==> src/rtl/serial_subtractor.sv <==
// Bit-serial WIDTH-bit subtractor (diff = a - b), LSB first, one full-subtractor
// cell plus a borrow flop, with a start/busy/done handshake.
module serial_subtractor #(
   parameter int WIDTH = 8
) (
   input  logic             clk,
   input  logic             rst_n,
   input  logic             start,
   input  logic [WIDTH-1:0] a,
   input  logic [WIDTH-1:0] b,
   output logic             busy,
   output logic             done,
   output logic [WIDTH-1:0] diff,
   output logic             borrow
);

   localparam int CW = $clog2(WIDTH);

   typedef enum logic [1:0] {
      S_IDLE = 2'd0,
      S_RUN  = 2'd1,
      S_DONE = 2'd2
   } state_t;

   state_t           state_q, state_d;
   logic [CW-1:0]    cnt_q, cnt_d;
   logic [WIDTH-1:0] shift_a_q, shift_a_d;
   logic [WIDTH-1:0] shift_b_q, shift_b_d;
   logic [WIDTH-1:0] res_q, res_d;
   logic             bin_q, bin_d;
   logic [WIDTH-1:0] diff_q, diff_d;
   logic             borrow_q, borrow_d;
   logic             busy_q, busy_d;
   logic             done_q, done_d;

   logic             d_s;
   logic             bout_s;
   logic [WIDTH-1:0] res_next_s;

   // Full-subtractor cell on the current LSBs and the borrow flop.
   function automatic logic [1:0] full_sub(input logic x, input logic y, input logic bi);
      full_sub[0] = x ^ y ^ bi;
      full_sub[1] = (~x & y) | (~(x ^ y) & bi);
   endfunction

   // Combinational datapath for the bit being consumed this cycle.
   always_comb begin
      {bout_s, d_s} = full_sub(shift_a_q[0], shift_b_q[0], bin_q);
      res_next_s    = {d_s, res_q[WIDTH-1:1]};
   end

   // Next-state, datapath update and registered-output decode.
   always_comb begin
      state_d   = state_q;
      cnt_d     = cnt_q;
      shift_a_d = shift_a_q;
      shift_b_d = shift_b_q;
      res_d     = res_q;
      bin_d     = bin_q;
      diff_d    = diff_q;
      borrow_d  = borrow_q;

      case (state_q)
         S_IDLE, S_DONE: begin
            if (start) begin
               shift_a_d = a;
               shift_b_d = b;
               res_d     = '0;
               bin_d     = 1'b0;
               cnt_d     = '0;
               state_d   = S_RUN;
            end else begin
               state_d   = S_IDLE;
            end
         end
         S_RUN: begin
            res_d     = res_next_s;
            shift_a_d = {1'b0, shift_a_q[WIDTH-1:1]};
            shift_b_d = {1'b0, shift_b_q[WIDTH-1:1]};
            bin_d     = bout_s;
            if (cnt_q == CW'(WIDTH - 1)) begin
               diff_d   = res_next_s;
               borrow_d = bout_s;
               state_d  = S_DONE;
            end else begin
               cnt_d    = cnt_q + CW'(1);
            end
         end
         default: begin
            state_d = S_IDLE;
         end
      endcase

      busy_d = (state_d == S_RUN);
      done_d = (state_d == S_DONE);
   end

   // State and datapath registers; everything clears on reset.
   always_ff @(posedge clk or negedge rst_n) begin
      if (!rst_n) begin
         state_q   <= S_IDLE;
         cnt_q     <= '0;
         shift_a_q <= '0;
         shift_b_q <= '0;
         res_q     <= '0;
         bin_q     <= 1'b0;
         diff_q    <= '0;
         borrow_q  <= 1'b0;
         busy_q    <= 1'b0;
         done_q    <= 1'b0;
      end else begin
         state_q   <= state_d;
         cnt_q     <= cnt_d;
         shift_a_q <= shift_a_d;
         shift_b_q <= shift_b_d;
         res_q     <= res_d;
         bin_q     <= bin_d;
         diff_q    <= diff_d;
         borrow_q  <= borrow_d;
         busy_q    <= busy_d;
         done_q    <= done_d;
      end
   end

   assign busy   = busy_q;
   assign done   = done_q;
   assign diff   = diff_q;
   assign borrow = borrow_q;

endmodule
==> config.mk <==
export PLATFORM = sky130hd
export DESIGN_NAME = serial_subtractor
export DESIGN_NICKNAME = d
export VERILOG_FILES = /design/src/rtl/serial_subtractor.sv
export SDC_FILE = /design/constraint.sdc
export NUM_CORES = 1
export LEC_CHECK = 0
export ABC_AREA = 1
export BUFFER_PORTS_ARGS = -buffer_cell sky130_fd_sc_hd__buf_2
export CAP_MARGIN = 25
export CORE_UTILIZATION = 58
export CTS_BUF_LIST = sky130_fd_sc_hd__clkbuf_8
export CTS_CLUSTER_DIAMETER = 100
export DETAILED_ROUTE_END_ITERATION = 8
export PLACE_DENSITY = 0.81
export SETUP_SLACK_MARGIN = 0.15
export SYNTH_ARGS = -nofsm -noshare
export SYNTH_HDL_FRONTEND = slang
export SYNTH_SLANG_ARGS = --single-unit
==> constraint.sdc <==
create_clock -name clk -period 1.95 [get_ports clk]
set_clock_uncertainty 0.1 [all_clocks]
set_input_delay 0.2925 -clock clk [delete_from_list [all_inputs] [get_ports clk]]
set_output_delay 0.2925 -clock clk [all_outputs]
set_load 0.02 [all_outputs]
Yosys cells after proc, flatten, opt, wreduce, memory -nomap -nowiden
Cells that the tools add are included.
{ "classes": {"eq_ne": 7, "mux": 14, "bitwise": 7, "reduce_logical": 6, "n_addsub": 1} }
{ "op_table": {"columns": ["operator", "n"], "rows": [
  ["case mux 8 bit (2 select lines)", 3],
  ["2-to-1 mux 8 bit", 3],
  ["2-to-1 mux 3 bit", 2],
  ["case mux 3 bit (2 select lines)", 1],
  ["equality test 2 x 1 -> 1 bit, second input constant", 2],
  ["equality test 2 bit, second input constant", 2],
  ["inequality test 2 bit, second input constant", 2],
  ["case mux 2 bit (2 select lines)", 1],
  ["AND reduction 2 bit", 2],
  ["adder 3 x 1 -> 3 bit, second input constant", 1],
  ["equality test 3 bit, second input constant", 1],
  ["AND reduction 3 bit", 1],
  ["AND 1 bit", 2],
  ["zero test 2 bit", 1],
  ["2-to-1 mux 1 bit", 2],
  ["2-to-1 mux 2 bit", 1],
  ["inverter 1 bit", 2],
  ["case mux 1 bit (2 select lines)", 1],
  ["nonzero test 2 bit", 1],
  ["OR reduction 2 bit", 1],
  ["bitwise XOR 1 bit", 2],
  ["OR 1 bit", 1]
]} }
{ "totals": {"word_cells": 45, "out_inout_bits": 11, "reg_bits": 41, "input_bits": 19} }

Longest topological paths before layout
{ "depth": {"word_depth": 5, "mapped_depth": 8, "ltp_nobuf": 6} }

Least setup slack after synthesis
OpenSTA, ideal clock, no wires.
{ "synth_timing": {"path_kind": "register to register", "start": "register cnt_q[0]", "end": "register cnt_q[0]", "t_arrival_ns": 1.225, "setup_time_ns": 0.065, "path_stages_with_launch": 7, "path_buffers": 0, "path_slack_ns": 0.560, "period_less_slack_ns": 1.390, "required_time_ns": 1.785, "path_cell_list": "dfrtp_1 > ha_1 > ha_1 > nand3b_1 > inv_1 > nand2_1 > nand2_1"} }
{ "synth_between": {"elab_chain_len": 3, "elab_cells_between_ends": 6, "classes_between": "1 x add/sub; 2 x eq/ne; 2 x mux; 1 x reduce/logical"} }
{ "synth_rtl": {"columns": ["item", "line", "rtl"], "rows": [
  ["from (decl)", "26", "logic [CW-1:0] cnt_q, cnt_d;"],
  ["from (signal assigned)", "113", "cnt_q <= cnt_d;"],
  ["adder 3 x 1 -> 3 bit or equality test 3 bit (tied branches)", "86, 81", null],
  ["2-to-1 mux 3 bit or inequality test 2 bit (tied branches)", null, null],
  ["case mux 3 bit (2 select lines) or AND reduction 3 bit (tied branches)", null, null]
]} }
Several ways; a longest one is shown, not always the timed one. The select of a mux whose other input is x is not followed.
A chain may end at the register's enable or synchronous reset.

Final worst setup path
Ends and elaborated chain as after synthesis.

==> results.cfg <==
[outcome]
status = complete, no violations

[pwr]
p_leak_nw = 1.258
power_mw = 3.631
power_density_nw_per_um2 = 1653
ir_drop_uv = 891.5

[clock_network]
tritoncts = built
cts_resized = 0
htreeDepth = 2
cts_buffer_depth = 2
cts_buffers = 5
clock_latency_ns = 0.28
cts.clk_slew.worst_paths_ns = 0.07
clock_sinks = 40
cts_root_buffer = clkbuf_8

[logic_synthesis]
synth_edf_count = 0
synth_top_area_share = 0.5122
synthesis.area_sq_um = 1954
avgSynthCellArea_sq_um = 8.803
dominantRegCellSynth = dfrtp_1
synth_commonest_cells = nand2_1 (70), inv_1 (42), dfrtp_1 (40), nand3_1 (31), o21ai_2 (14)
ys_ff_latch = 40
post-synth-top-area-cell = dfrtp_1
synth_area_leaders = dfrtp_1 (51%), nand2_1 (13%), inv_1 (8.1%)
synthCells = 222
ys_seq_area_frac = 0.5122
async_flop_share = 1.000
synth_nets = 244
synth_cell_type_count = 20
yosysMostFrequentCell = nand2_1
ys_warn_count = 0

[job]
maxCapViolCount = 0

[global_route]
grt_max_degree = 26
grt_antenna_before_repair = 0
grt_usage = 0.2152
grt_pass1_wl_mm = 5.609
grt_pass1_vias = 1328
grt.overflow.total = 0

[drt]
routedWlPerCell_um = 10.92
num_vias = 1444
dr.first_iter.drc_count = 66
viasPerCell = 4.862
drt_pass1_iterations = 5
antenna_left = 0
route.detailed.drc = 0
wirelength_mm = 3.244

[placed_design]
dp_hpwl_mm = 2.235
gp_congestion = 0.7756
io_buffers = 29

[critical_path]
critPathRequiredTime_ns = 2.08
path_class = reg2reg
timing.rr.end = cnt_q[0]
r2r.worst_path.cells = 6
reg2reg_from = cnt_q[0]
crit_arrival_ns = 1.69
startpoint_type = flop
crit_path_max_incr_delay_ns = 0.40
rrSetupSlack_ns = 0.39
startpoint = cnt_q[0]
path_cells = ha_1 -> ha_1 -> nand3b_1 -> inv_1 -> nand2_1 -> nand2_1
worstSetupEndpoint = cnt_q[0]
crit_path_end_kind = flop
worstPathMaxFanout = 6
crit_slowest_cell = dfrtp_1

[finish]
area_growth_pct = 12.42
drive_gt1_frac = 0.2372
antenna_cells = 0
finish.net_count = 275
num-fill-cells = 258

[sta]
hold_viol_final = 0
worst_pin_slew_ns = 0.4543
rsz0062_at_grt = no
setup_viol = 0
fin_tns_setup_ns = 0
slew_headroom = 0.6971
post-route-period-util = 0.8012
max_freq_mhz = 640.0
drv_slew = 0
period_needed_ns = 1.562

[min_path]
min_from = b[7]
hp-class = in2reg

[floorplanning]
io_pins = 30
die_h_um = 60.05
rows = 20
die_w_um = 60.05
core_sq_um = 3128
start_util = 0.6248
die_area_sq_um = 3606
[through the flow]
stage | setup slack [ns] | util | instances | area (sq um) | hold slack, ns
floorplan | 0.5603 | - | 222 | 1954 | -0.1031
global placement | 0.4066 | 0.6744 | 289 | 2110 | 0.1650
detailed placement | 0.4116 | 0.6744 | 289 | 2110 | 0.1619
CTS | 0.3904 | 0.7024 | 297 | 2197 | 0.1163
global route | 0.2652 | 0.7024 | 297 | 2197 | 0.1189
finish | 0.3876 | 0.7024 | 297 | 2197 | 0.1282
[layout make-up]
type	instances	area, sq um	share of cell area
timing repair buffer	32	182.7	0.08314
clock buffer	5	68.82	0.03132
multi-input combinational	129	701.9	0.3195
tap	44	55.05	0.02506
clock inverter	2	8.758	0.003986
inverter	45	178.9	0.08144
sequential	40	1001	0.4556
[worst min path at each step]
stage	end	slack, ns	cells past startpoint
4_1_cts	shift_b_q[7]	0.12	3
3_3_place_gp	diff[2]	0.16	1
6_report	shift_b_q[7]	0.13	3
2_1_floorplan	bin_q	-0.10	0
5_1_grt	shift_a_q[7]	0.12	3
3_5_place_dp	diff[2]	0.16	1
[critical path, delay by kind of cell, from the launching register on]
family,cells,cell delay (ns)
flops,1,0.40
simple gates,3,0.41
buf+inv,1,0.17
fa+ha+maj,2,0.42
[layer usage]
metal / GRT usage / part of all wire
met2: 0.3524 / 0.50
met1: 0.2652 / 0.45
met4: 0.07641 / 0.014
met3: 0.07143 / 0.035
met5: 0 / 0
[report_power, final]
group          internal [mW]  leakage [nW]  switching, mW
sequential              1.22         0.495          0.205
combinational          0.623         0.718           1.08
clock                  0.238        0.0452          0.258
total                   2.08          1.26           1.55
[registers in the layout, summed over array words and instances (netlist names)]
name	cells
bin_q	1
diff	8
cnt_q	3
done	1
state_q	2
busy	1
shift_a_q	8
res_q	7
borrow	1
shift_b_q	8
[placed cells by master, fill, tap and decap left out]
master / n
buf_12: 1
buf_2: 29
buf_4: 1
clkbuf_8: 5
clkinv_2: 1
dfrtp_1: 40
dlygate4sd3_1: 1
fa_1: 1
ha_1: 2
inv_1: 43
inv_4: 2
inv_6: 1
nand2_1: 70
nand2_4: 2
nand2_8: 2
nand3_1: 31
nand3b_1: 1
nor2_8: 1
o21ai_0: 4
o21ai_2: 14
or2_2: 1
[cell families after synthesis]
family | Yosys count | share of synthesized area
and+or+nand+nor | 108 | 0.2631
DFF | 40 | 0.5122
buffers and inverters | 53 | 0.1287
AOI/OAI and AO/OA | 18 | 0.07298
adders and majority gates | 3 | 0.02305
[repair_timing]
action | CTS | global route
hold buffers | 1 | 0
endpoints found under the hold margin | 18 | 0
buffers inserted | 0 | 0
(Power assumes the default switching activity.)
